[config.mk]
export PLATFORM = sky130hd
export DESIGN_NAME = iiq_issue_scheduler
export DESIGN_NICKNAME = d
export VERILOG_FILES = /design/src/rtl/iiq_pkg.sv /design/src/rtl/iiq_oldest_select.sv /design/src/rtl/iiq_issue_scheduler.sv
export SDC_FILE = /design/constraint.sdc
export NUM_CORES = 1
export LEC_CHECK = 0
export CORE_AREA = 2 2 176 178
export CTS_CLUSTER_DIAMETER = 50
export CTS_CLUSTER_SIZE = 40
export DETAILED_ROUTE_END_ITERATION = 6
export DIE_AREA = 0 0 178 180
export RECOVER_POWER = 25
export SLEW_MARGIN = 20
export SYNTH_ARGS = -nofsm -noshare
export SYNTH_HDL_FRONTEND = slang
export SYNTH_SLANG_ARGS = --single-unit
export TNS_END_PERCENT = 1
[constraint.sdc]
create_clock -name clk_i -period 3.5 [get_ports clk_i]
set_input_delay 0.7 -clock clk_i [delete_from_list [all_inputs] [get_ports clk_i]]
set_output_delay 0.7 -clock clk_i [all_outputs]
set_load 0.05 [all_outputs]
[src/rtl/iiq_pkg.sv]
// Shared types and widths for the integer issue queue scheduler.
// Widths follow `IIQ_N_ENTRIES and `PHYS_REG_TAG_WIDTH when the build provides them.
`ifndef IIQ_N_ENTRIES
`define IIQ_N_ENTRIES 4
`endif
`ifndef PHYS_REG_TAG_WIDTH
`define PHYS_REG_TAG_WIDTH 6
`endif

package iiq_pkg;

  localparam int unsigned N_ENTRIES       = `IIQ_N_ENTRIES;
  localparam int unsigned TAG_WIDTH       = `PHYS_REG_TAG_WIDTH;
  localparam int unsigned PAYLOAD_WIDTH   = 16;
  localparam int unsigned DIV_LAT_DEFAULT = 16;

  typedef enum logic [1:0] {
    FuAlu = 2'd0,
    FuMul = 2'd1,
    FuDiv = 2'd2
  } fu_type_e;

  typedef struct packed {
    logic                     src1_rdy;
    logic [TAG_WIDTH-1:0]     src1_tag;
    logic                     src2_rdy;
    logic [TAG_WIDTH-1:0]     src2_tag;
    fu_type_e                 fu_type;
    logic [TAG_WIDTH-1:0]     dst_tag;
    logic [PAYLOAD_WIDTH-1:0] payload;
  } iiq_entry_t;

  localparam int unsigned ENTRY_WIDTH = $bits(iiq_entry_t);
  localparam int unsigned CTR_WIDTH   = $clog2(N_ENTRIES + 1);

endpackage

[src/rtl/iiq_oldest_select.sv]
// Combinational pick-first: one-hot of the lowest-index set bit, or all zeros.

module iiq_oldest_select #(
  parameter int unsigned N = 4
) (
  input  logic [N-1:0] elig_i,
  output logic [N-1:0] sel_onehot_o
);

  logic found;

  always_comb begin
    sel_onehot_o = '0;
    found        = 1'b0;
    for (int i = 0; i < N; i++) begin
      if (elig_i[i] && !found) begin
        sel_onehot_o[i] = 1'b1;
        found           = 1'b1;
      end
    end
  end

endmodule

[src/rtl/iiq_issue_scheduler.sv]
// Wakeup, oldest-ready select and one-entry issue register for the integer issue queue.
// Defining IIQ_SCHED_PERF_EN adds 32-bit issue and stall performance counters.

module iiq_issue_scheduler
  import iiq_pkg::*;
#(
  parameter int unsigned N_CDB   = 2,
  parameter int unsigned DIV_LAT = DIV_LAT_DEFAULT
) (
  input  logic                             clk_i,
  input  logic                             rst_i,
  input  logic                             flush_i,
  input  logic [N_CDB-1:0]                 cdb_valid_i,
  input  logic [N_CDB*TAG_WIDTH-1:0]       cdb_tag_i,
  input  logic                             in_enq_valid_i,
  input  logic [ENTRY_WIDTH-1:0]           in_enq_data_i,
  output logic                             in_enq_ready_o,
  output logic                             q_enq_valid_o,
  output logic [ENTRY_WIDTH-1:0]           q_enq_data_o,
  input  logic                             q_enq_ready_i,
  input  logic [N_ENTRIES*ENTRY_WIDTH-1:0] q_entry_douts_i,
  input  logic [CTR_WIDTH-1:0]             q_count_i,
  output logic [N_ENTRIES-1:0]             q_deq_sel_onehot_o,
  output logic                             q_deq_ready_o,
  output logic [N_ENTRIES-1:0]             q_wr_en_o,
  output logic [N_ENTRIES*ENTRY_WIDTH-1:0] q_wr_data_o,
  output logic                             iss_valid_o,
  output logic [ENTRY_WIDTH-1:0]           iss_data_o,
  input  logic                             iss_ready_i,
  output logic [$clog2(DIV_LAT+1)-1:0]     div_ctr_o
`ifdef IIQ_SCHED_PERF_EN
  ,
  output logic [31:0]                      perf_issue_ctr_o,
  output logic [31:0]                      perf_stall_ctr_o
`endif
);

  localparam int unsigned DivCtrW = $clog2(DIV_LAT + 1);

  iiq_entry_t           entries [N_ENTRIES];
  iiq_entry_t           woken   [N_ENTRIES];
  iiq_entry_t           sel_entry;
  logic [N_ENTRIES-1:0] valid, elig, pick;
  logic                 div_block, slot_free, deq_allowed, accept;

  logic               iss_valid_q, iss_valid_d;
  iiq_entry_t         iss_data_q, iss_data_d;
  logic [DivCtrW-1:0] div_ctr_q, div_ctr_d;

  // Sets the rdy bit of any source whose tag is on a valid CDB bus this cycle.
  function automatic iiq_entry_t wake(input iiq_entry_t e, input logic [N_CDB-1:0] v,
                                      input logic [N_CDB*TAG_WIDTH-1:0] tags);
    iiq_entry_t r;
    r = e;
    for (int k = 0; k < N_CDB; k++) begin
      if (v[k] && tags[k*TAG_WIDTH +: TAG_WIDTH] == e.src1_tag) r.src1_rdy = 1'b1;
      if (v[k] && tags[k*TAG_WIDTH +: TAG_WIDTH] == e.src2_tag) r.src2_rdy = 1'b1;
    end
    return r;
  endfunction

  assign div_block = (div_ctr_q != '0) || (iss_valid_q && iss_data_q.fu_type == FuDiv);

  // Eligibility uses stored rdy bits only; same-cycle wakeups count from next cycle.
  always_comb begin
    q_wr_en_o   = '0;
    q_wr_data_o = '0;
    valid       = '0;
    elig        = '0;
    for (int i = 0; i < N_ENTRIES; i++) begin
      entries[i] = iiq_entry_t'(q_entry_douts_i[i*ENTRY_WIDTH +: ENTRY_WIDTH]);
      woken[i]   = wake(entries[i], cdb_valid_i, cdb_tag_i);
      valid[i]   = CTR_WIDTH'(i) < q_count_i;
      q_wr_en_o[i] = valid[i] &&
                     ((woken[i].src1_rdy && !entries[i].src1_rdy) ||
                      (woken[i].src2_rdy && !entries[i].src2_rdy));
      q_wr_data_o[i*ENTRY_WIDTH +: ENTRY_WIDTH] = woken[i];
      elig[i] = valid[i] && entries[i].src1_rdy && entries[i].src2_rdy &&
                !(entries[i].fu_type == FuDiv && div_block);
    end
  end

  iiq_oldest_select #(
    .N (N_ENTRIES)
  ) u_oldest_select (
    .elig_i       (elig),
    .sel_onehot_o (pick)
  );

  assign slot_free          = !iss_valid_q || iss_ready_i;
  assign deq_allowed        = slot_free && !flush_i && !rst_i;
  assign q_deq_sel_onehot_o = deq_allowed ? pick : '0;
  assign q_deq_ready_o      = |q_deq_sel_onehot_o;
  assign accept             = iss_valid_q && iss_ready_i;

  always_comb begin
    sel_entry = '0;
    for (int i = 0; i < N_ENTRIES; i++) begin
      if (q_deq_sel_onehot_o[i]) sel_entry = entries[i];
    end
  end

  assign q_enq_valid_o  = in_enq_valid_i;
  assign q_enq_data_o   = wake(iiq_entry_t'(in_enq_data_i), cdb_valid_i, cdb_tag_i);
  assign in_enq_ready_o = q_enq_ready_i;

  always_comb begin
    iss_valid_d = iss_valid_q;
    iss_data_d  = iss_data_q;
    div_ctr_d   = div_ctr_q;
    if (q_deq_ready_o) begin
      iss_valid_d = 1'b1;
      iss_data_d  = sel_entry;
    end else if (flush_i || accept) begin
      iss_valid_d = 1'b0;
    end
    // The divider stays busy across a flush, so only acceptance reloads the counter.
    if (accept && iss_data_q.fu_type == FuDiv) begin
      div_ctr_d = DivCtrW'(DIV_LAT - 1);
    end else if (div_ctr_q != '0) begin
      div_ctr_d = div_ctr_q - 1'b1;
    end
  end

  always_ff @(posedge clk_i) begin
    if (rst_i) begin
      iss_valid_q <= 1'b0;
      iss_data_q  <= '0;
      div_ctr_q   <= '0;
    end else begin
      iss_valid_q <= iss_valid_d;
      iss_data_q  <= iss_data_d;
      div_ctr_q   <= div_ctr_d;
    end
  end

  assign iss_valid_o = iss_valid_q;
  assign iss_data_o  = iss_data_q;
  assign div_ctr_o   = div_ctr_q;

`ifdef IIQ_SCHED_PERF_EN
  logic [31:0] perf_issue_q, perf_stall_q;

  always_ff @(posedge clk_i) begin
    if (rst_i) begin
      perf_issue_q <= '0;
      perf_stall_q <= '0;
    end else begin
      if (accept) perf_issue_q <= perf_issue_q + 32'd1;
      if (q_count_i != '0 && !q_deq_ready_o) perf_stall_q <= perf_stall_q + 32'd1;
    end
  end

  assign perf_issue_ctr_o = perf_issue_q;
  assign perf_stall_ctr_o = perf_stall_q;
`endif

endmodule

After elaboration in Yosys (flattened, before gate mapping)
Index checks and enable logic that the tools add are counted.
Widths: inputs -> output; s select.
{"block": "word_totals", "ff_bits": 44, "latchBits": 0, "mem_bits_rw": 0, "rom_bits": 0, "in_bits": 213, "out_inout_bits": 245, "memories": 0}
{"block": "op_classes", "addsub": 1, "multipliers": 0, "div": 0, "n_lt_le_gt_ge": 4, "n_eq_ne": 25, "n_shift": 0, "muxes": 35, "n_bitwise": 0, "n_reduce_logical": 86}
{"cell": "$mux 38", "count": 4}
{"cell": "$eq 6x6->1", "count": 20}
{"cell": "$logic_and 1x1->1", "count": 56}
{"cell": "$mux 1", "count": 28}
{"cell": "$logic_not 1->1", "count": 18}
{"cell": "$mux 4", "count": 3}
{"cell": "$eq 2x2->1 const B", "count": 5}
{"cell": "$logic_or 1x1->1", "count": 7}
{"cell": "$lt 1x3->1 const A", "count": 2}
{"cell": "$lt 2x3->1 const A", "count": 2}
{"cell": "$reduce_bool 5->1", "count": 1}
{"cell": "$sub 5x1->5 const B", "count": 1}
{"cell": "$reduce_bool 2->1", "count": 2}
{"cell": "$reduce_or 4->1", "count": 1}
{"cell": "$reduce_or 2->1", "count": 1}

Depth between registers and ports, before layout
Gate-level depths: netlist of run 1.
{"block": "logic_depth", "word_depth": 21, "ltp_mapped": 11, "ltp_nobuf": 8}

Hierarchy
A second synthesis of run 1 with hierarchy kept.
{"block": "hier_totals", "hier_cells": 734, "hier_area_um2": 5604.1}
{"mod": "iiq_issue_scheduler", "instances": 1, "cells_per_inst": 730, "area_each_um2": 5567.8, "seq_area_each_um2": 880.8}
{"mod": "iiq_oldest_select", "instances": 1, "cells_per_inst": 4, "area_each_um2": 36.3, "seq_area_each_um2": 0.0}

Worst setup path after synthesis of run 1
Ideal clock, no wire load.
{"block": "synth_path", "path_type": "in2out", "from": "in cdb_tag_i[8]", "to": "out q_wr_en_o[0]", "t_arrival_ns": 3.860, "setup_slack_ns": -1.060, "path_stages": 6, "path_buffers": 1, "path_cell_list": "clkbuf_1 xnor2_1 nand4_1 o41ai_1 a22o_1 o31a_1"}
{"block": "synth_via", "elab_chain_len": 6, "word_cells_on_any_way": 10, "cone_classes": "2 x eq/ne; 2 x mux; 6 x reduce/logical"}
{"item": "from (decl)", "line": "iiq_issue_scheduler.sv:14", "text": "input logic [N_CDB*TAG_WIDTH-1:0] cdb_tag_i,"}
{"item": "$eq 6x6->1", "line": "iiq_issue_scheduler.sv:56", "text": "if (v[k] && tags[k*TAG_WIDTH +: TAG_WIDTH] == e.src1_tag) r.src1_rdy = 1'b1;"}
{"item": "$logic_and 1x1->1", "line": "iiq_issue_scheduler.sv:56"}
{"item": "$mux 1", "line": "iiq_issue_scheduler.sv:56"}
{"item": "via q_wr_data_o[37]", "line": "iiq_issue_scheduler.sv:26", "text": "output logic [N_ENTRIES*ENTRY_WIDTH-1:0] q_wr_data_o,"}
{"item": "$logic_and 1x1->1", "line": "iiq_issue_scheduler.sv:75", "text": "((woken[i].src1_rdy && !entries[i].src1_rdy) ||"}
{"item": "$logic_or 1x1->1", "line": "iiq_issue_scheduler.sv:75"}
{"item": "$logic_and 1x1->1", "line": "iiq_issue_scheduler.sv:74", "text": "q_wr_en_o[i] = valid[i] &&"}
{"item": "to (decl)", "line": "iiq_issue_scheduler.sv:25", "text": "output logic [N_ENTRIES-1:0] q_wr_en_o,"}
The timed path passes the listed nets, and every way through them passes these cells.

Worst setup path after layout of run 1
{"block": "layout_path", "from": "in cdb_tag_i[0]", "to": "out q_wr_en_o[0]"}
{"block": "layout_via", "elab_chain_len": 7, "word_cells_on_any_way": 12, "cone_classes": "2 x eq/ne; 4 x mux; 6 x reduce/logical"}
{"item": "$eq 6x6->1 (on tied branches)", "line": "iiq_issue_scheduler.sv:56, iiq_issue_scheduler.sv:57"}
{"item": "$logic_and 1x1->1 (on tied branches)", "line": "iiq_issue_scheduler.sv:56, iiq_issue_scheduler.sv:57"}
{"item": "$mux 1 (on tied branches) (2 in a row)", "line": "iiq_issue_scheduler.sv:56, iiq_issue_scheduler.sv:57"}
{"item": "$logic_and 1x1->1 (on tied branches)", "line": "iiq_issue_scheduler.sv:75, iiq_issue_scheduler.sv:76"}
{"item": "$logic_or 1x1->1 *", "line": "iiq_issue_scheduler.sv:75"}
{"item": "$logic_and 1x1->1 *", "line": "iiq_issue_scheduler.sv:74"}
Mark *: on every way between the ends. The rest lies on a longest branch, timed or not.

==> results.toml, run 1 <==
[finish]
antenna_cells = 0
num-fill-cells = 3132
syn_to_final_growth_pct = 69.9
multiInputGateArea_mm2 = 0.00322
drive_gt1_share_pct = 15.5
regArea_um2 = 881
final_cells = 1338
final_core_util_pct = 32.2
final_nets = 1159

[timing]
period_share_pct = 96.8
max_freq_mhz = 295
totalNegativeSetupSlack_ns = 0
worst_pin_slew_ns = 1.01
layout_min_cycle_time_ns = 3.39
setup_viol = 0
slew_violations = 0
skew_ns = 0.00501
hold_ws_ns = 0.466
maxSlewHeadroom_pct = 32.4
finalHoldViolCount = 0
fin_ws_ns = 0.113

[global_route]
overflow = 0
grt_max_degree = 47
antenna_found_initial = 1
grtUsageTotal_pct = 18.1
grt_pass1_vias = 6194
grt_first_pass_wirelength_um = 42500

[floorplanning]
die_height_um = 180
pin_count = 458
die_area_mm2 = 0.0320
start_util_pct = 19.0
die_w_um = 178
num_rows = 64
core_mm2 = 0.0302

[setup_path]
rr_worst_depth = 10
path_class = "primary input to primary output"
endpoint = "q_wr_en_o[0]"
crit_arrival_ns = 2.69
r2r_slack_ns = 0.55
crit_start = "cdb_tag_i[0]"
regToRegStartpoint = "div_ctr_o[0]$_SDFFE_PP0P_"
path_max_fanout = 10
rr_endpoint = "iss_data_o[13]$_SDFFE_PP0P_"
start_kind = "primary input"
crit_required_ns = 2.80
endpoint_kind = "primary output"

[job]
maxCapViolations = 0

[clocking]
clkTransAtPathRegs_ns = 0.06
cts.htree.levels = 2
root_buffer = "clkbuf_16"
clkLatencyLatePin_ns = 0.29
cts_tree = "built"
clockBufferDepth = 2
cts.sinks = 44
cts_buffers = 5

[outcome]
outcome = "finished clean"

[routing]
drtPass1Iterations = 5
ant_nets = 0
drt_iter0_drc = 393
vias_per_cell = 4.55
drc = 0
num_vias = 6083
drt-total-wl_um = 30200
wl_per_cell_um = 22.6

[synthesis]
syn_area_mm2 = 0.00573
synth_cell_types = 57
syn-num-nets = 900
ys_ff_latch = 44
async_flop_share_pct = 0
ys_seq_area_share_pct = 15.4
avgSynthCellArea_um2 = 8.36
ys.warnings.count = 0
synth_flop_cell = "dfxtp_1"
netlist_instances = 685
synth_edf_count = 0

[placement]
dp_slack_ns = 0.0308
port-buffer-count = 405
place.gp.congestion = 0.900
dp_cells = 1333
hpwl_um = 24600

[min_path]
min_path_type = "register to register"

[power]
irDropWorstVdd_uv = 168
power_density_mw_per_mm2 = 321
power.leakage_nw = 3.71
==> worst max-delay path, cell delays in order <==
cell and delay, ns:
clkdlybuf4s50_1 0.51, buf_12 0.17, xnor2_1 0.12, nand4_1 0.15, o41ai_2 0.27, a41o_1 0.21, a22o_1 0.19, o31a_1 0.20
buf_12 0.15
==> repair_timing <==
action | in CTS | in global routing
endpoints found under the setup margin | 0 | 4
hold buffers | 0 | 0
resized for setup | 0 | 7
buffers inserted | 0 | 0
==> registers in the layout (all words and copies together), names as in the netlist <==
signal,count
iss_data_o,38
div_ctr_o,5
iss_valid_o,1
==> layer usage <==
layer  wire (um)  track usage (%)  share of wire [%]
met2       14800             31.2                 49
met4         625             4.43                2.1
met5           0                0                  0
met1       13000             23.2                 43
met3        1880             3.05                6.2
==> cell families after synthesis <==
group                    share of synthesized area (%)
XOR/XNOR                                          18.5
multiplexers                                     0.197
buffers and inverters                             29.9
adder cells (fa/ha/maj)                          0.437
AO/OA/AOI/OAI                                     25.0
flip-flops                                        15.4
AND/OR/NAND/NOR                                   10.6
==> placed cells by master, fill, tap and decap left out, types with 18 or more instances in the layout <==
master / Yosys / layout
buf_12: 0 / 33
a32oi_1: 31 / 31
a221o_1: 30 / 30
a221oi_1: 21 / 21
dfxtp_1: 44 / 44
dlygate4sd3_1: 0 / 40
xnor2_1: 45 / 45
clkdlybuf4s50_1: 0 / 333
buf_4: 187 / 68
nor2_1: 54 / 51
inv_1: 18 / 18
xor2_1: 76 / 76
==> layout make-up <==
class,count,share of cell area (%)
clock buffer,5,1.29
inverter,18,0.694
multi-input combinational,396,33.1
sequential,44,9.05
tap,396,5.09
timing repair buffer,479,50.8
==> synthesized netlist by cell type (5+ instances only) <==
library cell	count	area, um2
buf_4	187	1400
xor2_1	76	666
nor2_1	54	203
xnor2_1	45	394
dfxtp_1	44	881
a32oi_1	31	272
a221o_1	30	300
buf_2	25	125
a221oi_1	21	184
inv_1	18	67.6
nor3_1	17	85.1
nand4_1	13	81.3
a221oi_2	10	150
clkbuf_1	9	33.8
a21oi_1	8	40.0
nand2_1	8	30.0
o41ai_1	8	70.1
a211oi_1	6	45.0
a41o_1	6	60.1
o21ai_0	5	25.0
o221a_2	5	56.3
o22a_1	5	43.8
==> worst min path at each step <==
stage                                           start                           to  slack, ns  depth (start not counted)
after CTS                 iss_data_o[37]$_SDFFE_PP0P_  iss_data_o[37]$_SDFFE_PP0P_       0.48                          2
after global placement    iss_data_o[30]$_SDFFE_PP0P_  iss_data_o[30]$_SDFFE_PP0P_       0.45                          2
after global routing      iss_data_o[30]$_SDFFE_PP0P_  iss_data_o[30]$_SDFFE_PP0P_       0.50                          2
after floorplan           iss_data_o[30]$_SDFFE_PP0P_  iss_data_o[30]$_SDFFE_PP0P_       0.70                          2
final                     iss_data_o[37]$_SDFFE_PP0P_  iss_data_o[37]$_SDFFE_PP0P_       0.47                          2
after detailed placement  iss_data_o[37]$_SDFFE_PP0P_  iss_data_o[37]$_SDFFE_PP0P_       0.47                          2
==> where the power goes <==
group          leakage (nW)  total (W)  switching [W]  internal, W
clock                0.0616   0.000458       0.000205     0.000253
combinational          3.29    0.00204        0.00123     0.000815
sequential            0.358   0.000624      0.0000591     0.000565
total                  3.71    0.00313        0.00149      0.00163
==> metrics by stage <==
stage          total power [W]  instance area, um2
2_1_floorplan          0.00200                5750
3_3_place_gp           0.00269                9580
3_5_place_dp           0.00270                9580
4_1_cts                0.00318                9700
5_1_grt                0.00329                9730
6_report               0.00313                9730
(Power assumes the default switching activity.)
==> run 2: changes to the inputs <==
==> constraint.sdc (replaced) <==
create_clock -name clk_i -period 3.5 [get_ports clk_i]
set_input_delay 0.525 -clock clk_i [delete_from_list [all_inputs] [get_ports clk_i]]
set_output_delay 0.525 -clock clk_i [all_outputs]
set_load 0.05 [all_outputs]
==> run 2 against run 1 <==
Against the previous run:
- worst setup slack gained 0.0014 ns
- critical path depth decreased by 1
- fmax barely moved
- design area decreased by 3.2%
- combinational power is 3% lower
- non-clock buffer count shrank 20
- clock skew rose by 0.0043 ns
- cell count down 1.2%
- die area did not move
- sequential power about the same
- hold slack improved by 0.0048 ns
- critical endpoint is now q_wr_en_o[2]
- largest cell class unchanged
==> results.toml, run 2 (synthesized netlist as in run 1, its figures left out) <==
[clocking]
hold_buffers = 0
cts.sinks = 44
cts_setup_buffers = 0
cts_tree = "built"
cts_buffers = 5
clkLatencyLatePin_ns = 0.31
clockBufferDepth = 2
root_buffer = "clkbuf_16"
cts.htree.levels = 2
clkTransAtPathRegs_ns = 0.06
cts-resized-gates = 0

[finish]
largest_register_ffs = 38
syn_to_final_growth_pct = 64.5
final_nets = 1139
num-fill-cells = 3149
layout_common_cells = "clkdlybuf4s50_1, xor2_1, nor2_1, buf_4, xnor2_1"
mostFrequentLayoutCell = "clkdlybuf4s50_1"
final_core_util_pct = 31.2
design_area_mm2 = 0.00942
drive_gt1_share_pct = 12.2

[setup_path]
endpoint_kind = "primary output"
path_max_fanout = 7
critPathBufInv = 2
crit_arrival_ns = 2.86
path_class = "primary input to primary output"
crit_required_ns = 2.97
regToRegStartpoint = "div_ctr_o[0]$_SDFFE_PP0P_"
cp_top_family = "buffers and inverters"
start_kind = "primary input"
crit_start = "cdb_tag_i[6]"
cpPeakStageDelay_ns = 0.81
cp_slowest_cell = "clkdlybuf4s50_1"
cp_cell_sequence = "clkdlybuf4s50_1 -> xnor2_1 -> nand4_1 -> o41ai_1 -> a41o_1 -> a22oi_1 -> nor2_1 -> buf_12"

[routing]
drc = 0
vias_per_cell = 4.58
ant_nets = 0
wl_per_cell_um = 22.3
drtPass1Iterations = 5
drt_iter0_drc = 455
num_vias = 6055
drt-total-wl_um = 29500

[min_path]
min_path_type = "register to register"
hold_path.startpoint = "iss_data_o[37]$_SDFFE_PP0P_"

[placement]
port-buffer-count = 405
place.gp.congestion = 0.883
placed_cell_area_mm2 = 0.00928
hpwl_um = 24700

[timing]
finalHoldViolCount = 0
layout_min_cycle_time_ns = 3.39
period_share_pct = 96.7
max_freq_mhz = 295
worst_pin_slew_ns = 0.906
rsz0062_at_grt = "no"
skew_ns = 0.00930
slew_violations = 0
setup_viol = 0
maxSlewHeadroom_pct = 39.6

[global_route]
grt_pass1_vias = 6049
antenna_found_initial = 2
grt_first_pass_wirelength_um = 41700
use_met1_pct = 22.2
met3_usage_pct = 3.38
use_met2_pct = 30.7
overflow = 0
grtUsageTotal_pct = 17.7
busiest_layer = "met2"
grt_max_degree = 36

[power]
power_density_mw_per_mm2 = 326
power.leakage_nw = 3.53
irDropWorstVdd_uv = 188
total_power_w = 0.00307

[floorplanning]
die_w_um = 178
core_mm2 = 0.0302
die_area_mm2 = 0.0320
start_util_pct = 19.0
die_height_um = 180
pin_count = 458
num_rows = 64

[job]
maxCapViolations = 0

[outcome]
outcome = "finished clean"
## run 2: report_power, final
group | internal (W) | total (W) | switching (W)
clock | 0.000260 | 0.000474 | 0.000214
combinational | 0.000764 | 0.00197 | 0.00121
sequential | 0.000565 | 0.000624 | 0.0000590
total | 0.00159 | 0.00307 | 0.00148
## run 2: through the flow
step           hold WS [ns]  cells  setup slack [ns]  TNS [ns]
2_1_floorplan         0.623    685            -0.670    -0.670
3_3_place_gp          0.455   1313             0.186         0
3_5_place_dp          0.467   1313             0.171         0
4_1_cts               0.482   1320             0.170         0
5_1_grt               0.493   1320            0.0659         0
6_report              0.471   1322             0.115         0
## run 2: worst reg2reg max path: stages (launching register included)
cell      delay [ns]
dfxtp_1         0.33
inv_1           0.11
ha_1            0.22
or4b_1          0.59
o21ai_2         0.21
and2_4          0.40
buf_12          0.25
buf_4           0.19
a32oi_1         0.11
a221oi_1        0.30
a221o_1         0.14
## run 2: area by class of cell
| cell class | count | area, um2 | area share, % |
|---|---|---|---|
| antenna | 2 | 5.00 | 0.0531 |
| clock buffer | 6 | 129 | 1.37 |
| clock inverter | 1 | 5.00 | 0.0531 |
| inverter | 18 | 67.6 | 0.717 |
| multi-input combinational | 396 | 3160 | 33.6 |
| sequential | 44 | 881 | 9.35 |
| tap | 396 | 495 | 5.26 |
| timing repair buffer | 459 | 4670 | 49.6 |
## run 2: layer usage
layer | vias to the layer above | part of all wire, %
li1 | 2803 | -
met1 | 2896 | 42
met2 | 316 | 49
met3 | 40 | 7.2
met4 | 0 | 2.1
met5 | - | 0
## run 2: worst paths after layout
check,to,slack [ns],cells past startpoint
max,q_wr_en_o[2],0.11,8
min,iss_data_o[37]$_SDFFE_PP0P_,0.47,2
max reg2reg,iss_data_o[17]$_SDFFE_PP0P_,0.59,10
min reg2reg,iss_data_o[37]$_SDFFE_PP0P_,0.47,2
==> edit, RTL diff (settings of run 1) <==
Set the package constant `DIV_LAT_DEFAULT` to 32 (it was 16).
--- a/src/rtl/iiq_pkg.sv
+++ b/src/rtl/iiq_pkg.sv
@@ -12,7 +12,7 @@
   localparam int unsigned N_ENTRIES       = `IIQ_N_ENTRIES;
   localparam int unsigned TAG_WIDTH       = `PHYS_REG_TAG_WIDTH;
   localparam int unsigned PAYLOAD_WIDTH   = 16;
-  localparam int unsigned DIV_LAT_DEFAULT = 16;
+  localparam int unsigned DIV_LAT_DEFAULT = 32;
 
   typedef enum logic [1:0] {
     FuAlu = 2'd0,
Interface: changed (resized div_ctr_o); port bits go from 458 to 459. The function was not compared with the original's and may differ.
==> edit against run 1 <==
Synthesized area up 6.0%; power up 4.9%; setup slack worse by 0.067 ns; cell area up 5.6%; sequential cell count up 1; routed wire length up 21%; sequential share of layout area down 0.28 points; critical path type unchanged.
==> edit: results (changes against run 1) <==
{
  "first_global_vias": {"value": 7260, "change": "+17%"},
  "post_route_cells_drive_above_1_share": {"value": 12.6, "unit": "%", "change": "-2.9 points"},
  "arrival": {"value": 2.75, "unit": "ns", "change": "+0.06 ns"},
  "reg2reg_slack": {"value": 0.58, "unit": "ns", "change": "+0.03 ns"},
  "crit_path_max_fo": {"value": 3, "change": "-7"},
  "whs_path_depth": {"value": 1, "change": "-1"},
  "netlist_top_cells_area": "sky130_fd_sc_hd__buf_4 23%, sky130_fd_sc_hd__dfxtp_1 15%, sky130_fd_sc_hd__xor2_1 11%",
  "synth_top_cells_by_count": "182 x sky130_fd_sc_hd__buf_4, 76 x sky130_fd_sc_hd__xor2_1, 63 x sky130_fd_sc_hd__nand3_1, 47 x sky130_fd_sc_hd__xnor2_1, 45 x sky130_fd_sc_hd__dfxtp_1",
  "min_from": "iss_data_o[14]$_SDFFE_PP0P_",
  "worst_clock_skew": {"value": 0.0117, "unit": "ns", "change": "+0.00669 ns"},
  "worst_hold_path.endpoint": "iss_data_o[14]$_SDFFE_PP0P_",
  "holdWs": {"value": 0.459, "unit": "ns", "change": "-0.00725 ns"},
  "fin_nets": {"value": 1276, "change": "+10%"},
  "replace_congestion": {"value": 0.862, "change": "-4.3%"},
  "regToRegEndpoint": "iss_data_o[35]$_SDFFE_PP0P_",
  "slew-limit-headroom": {"value": 32.0, "unit": "%", "change": "-0.36 points"},
  "post-place-cells": {"value": 1448, "change": "+8.6%"},
  "mappedNetlistNets": {"value": 1014, "change": "+13%"},
  "critPathTopFamily": "buffers and inverters",
  "r2r-start": "div_ctr_o[2]$_SDFFE_PP0P_",
  "run_status": "finished clean",
  "syn-instance-count": {"value": 799, "change": "+17%"},
  "grt_start_max_net_pins": {"value": 32, "change": "-32%"},
  "drtIter0Drc": {"value": 369, "change": "-6.1%"},
  "delay_of_the_slowest_critical_path_stage": {"value": 0.57, "unit": "ns", "change": "+0.06 ns"},
  "wire_length_of_the_first_global_routing_pass": {"value": 50900, "unit": "um", "change": "+20%"},
  "dp_hpwl": {"value": 30100, "unit": "um", "change": "+22%"},
  "reg2regPathDepth": {"value": 7, "change": "-3"},
  "layout_overhead_on_the_synthesized_area_pct": 69.2
}
[edit: changes by cell type after synthesis, sizes merged, moves of 27 or more]
cell     change
nand3       +61
a31oi       +39
clkbuf      +34
nor2        -34
and3        +32
a221oi      -31
a32oi       -31
a2bb2oi     +30
o2bb2ai     +30
a21oi       +27
a221o       -27
[edit: cells by family (layout without fill, tap and decap cells)]
kind of cell    Yosys count  after routing  share of synthesized area, %
compound gates          189            189                          23.8
xor+xnor                123            123                          17.7
flops                    45             45                          14.8
fa+ha+maj                 2              2                         0.412
buf+inv                 256            519                          27.3
simple gates            184            184                          15.8
[edit: area by class of cell]
class,instances,area share [%]
clock buffer,6,1.25
clock inverter,2,0.378
multi-input combinational,498,35.0
inverter,15,0.548
sequential,45,8.77
tap,396,4.82
timing repair buffer,496,49.3
[edit: per-layer routing]
metal | track usage, % | vias to the layer above | share of wire (%)
met5 | 0 | - | 0.14
met4 | 8.56 | 8 | 3.9
met3 | 6.01 | 85 | 8.6
met2 | 39.9 | 391 | 50
met1 | 23.8 | 3424 | 37
li1 | - | 3198 | -
[edit: worst max-delay path by stage]
stage                   startpoint      endpoint  slack [ns]  cells after the start
6_report       q_entry_douts_i[63]  q_wr_en_o[1]        0.05                      8
5_1_grt        q_entry_douts_i[63]  q_wr_en_o[1]       -0.01                      8
2_1_floorplan         cdb_tag_i[0]  q_wr_en_o[0]       -0.20                      7
3_5_place_dp          cdb_tag_i[9]  q_wr_en_o[2]        0.03                      9
3_3_place_gp   q_entry_douts_i[63]  q_wr_en_o[1]       -0.01                      8
4_1_cts               cdb_tag_i[9]  q_wr_en_o[2]        0.02                      9
[edit: where the power goes]
| part | switching (mW) | total [mW] | internal [mW] |
|---|---|---|---|
| clock network | 0.233 | 0.573 | 0.340 |
| registers | 0.0463 | 0.604 | 0.558 |
| logic | 1.28 | 2.10 | 0.823 |
[edit: worst reg2reg max path: stages, from the launching register on]
cell and delay [ns]:
sky130_fd_sc_hd__dfxtp_1 0.37, sky130_fd_sc_hd__or3_4 0.47, sky130_fd_sc_hd__or3_1 0.49, sky130_fd_sc_hd__a21o_2 0.29
sky130_fd_sc_hd__buf_4 0.17, sky130_fd_sc_hd__a31oi_4 0.78, sky130_fd_sc_hd__a21oi_1 0.11, sky130_fd_sc_hd__o2bb2ai_1 0.18
[edit: stage by stage]
| step | worst slack, ns | power (mW) | TNS (ns) |
|---|---|---|---|
| 3_5_place_dp | 0.0297 | 2.74 | 0 |
| 3_3_place_gp | -0.00999 | 2.72 | -0.00999 |
| 5_1_grt | -0.0119 | 3.43 | -0.0130 |
| 4_1_cts | 0.0213 | 3.34 | 0 |
| 6_report | 0.0464 | 3.28 | 0 |
| 2_1_floorplan | -0.203 | 1.97 | -0.517 |
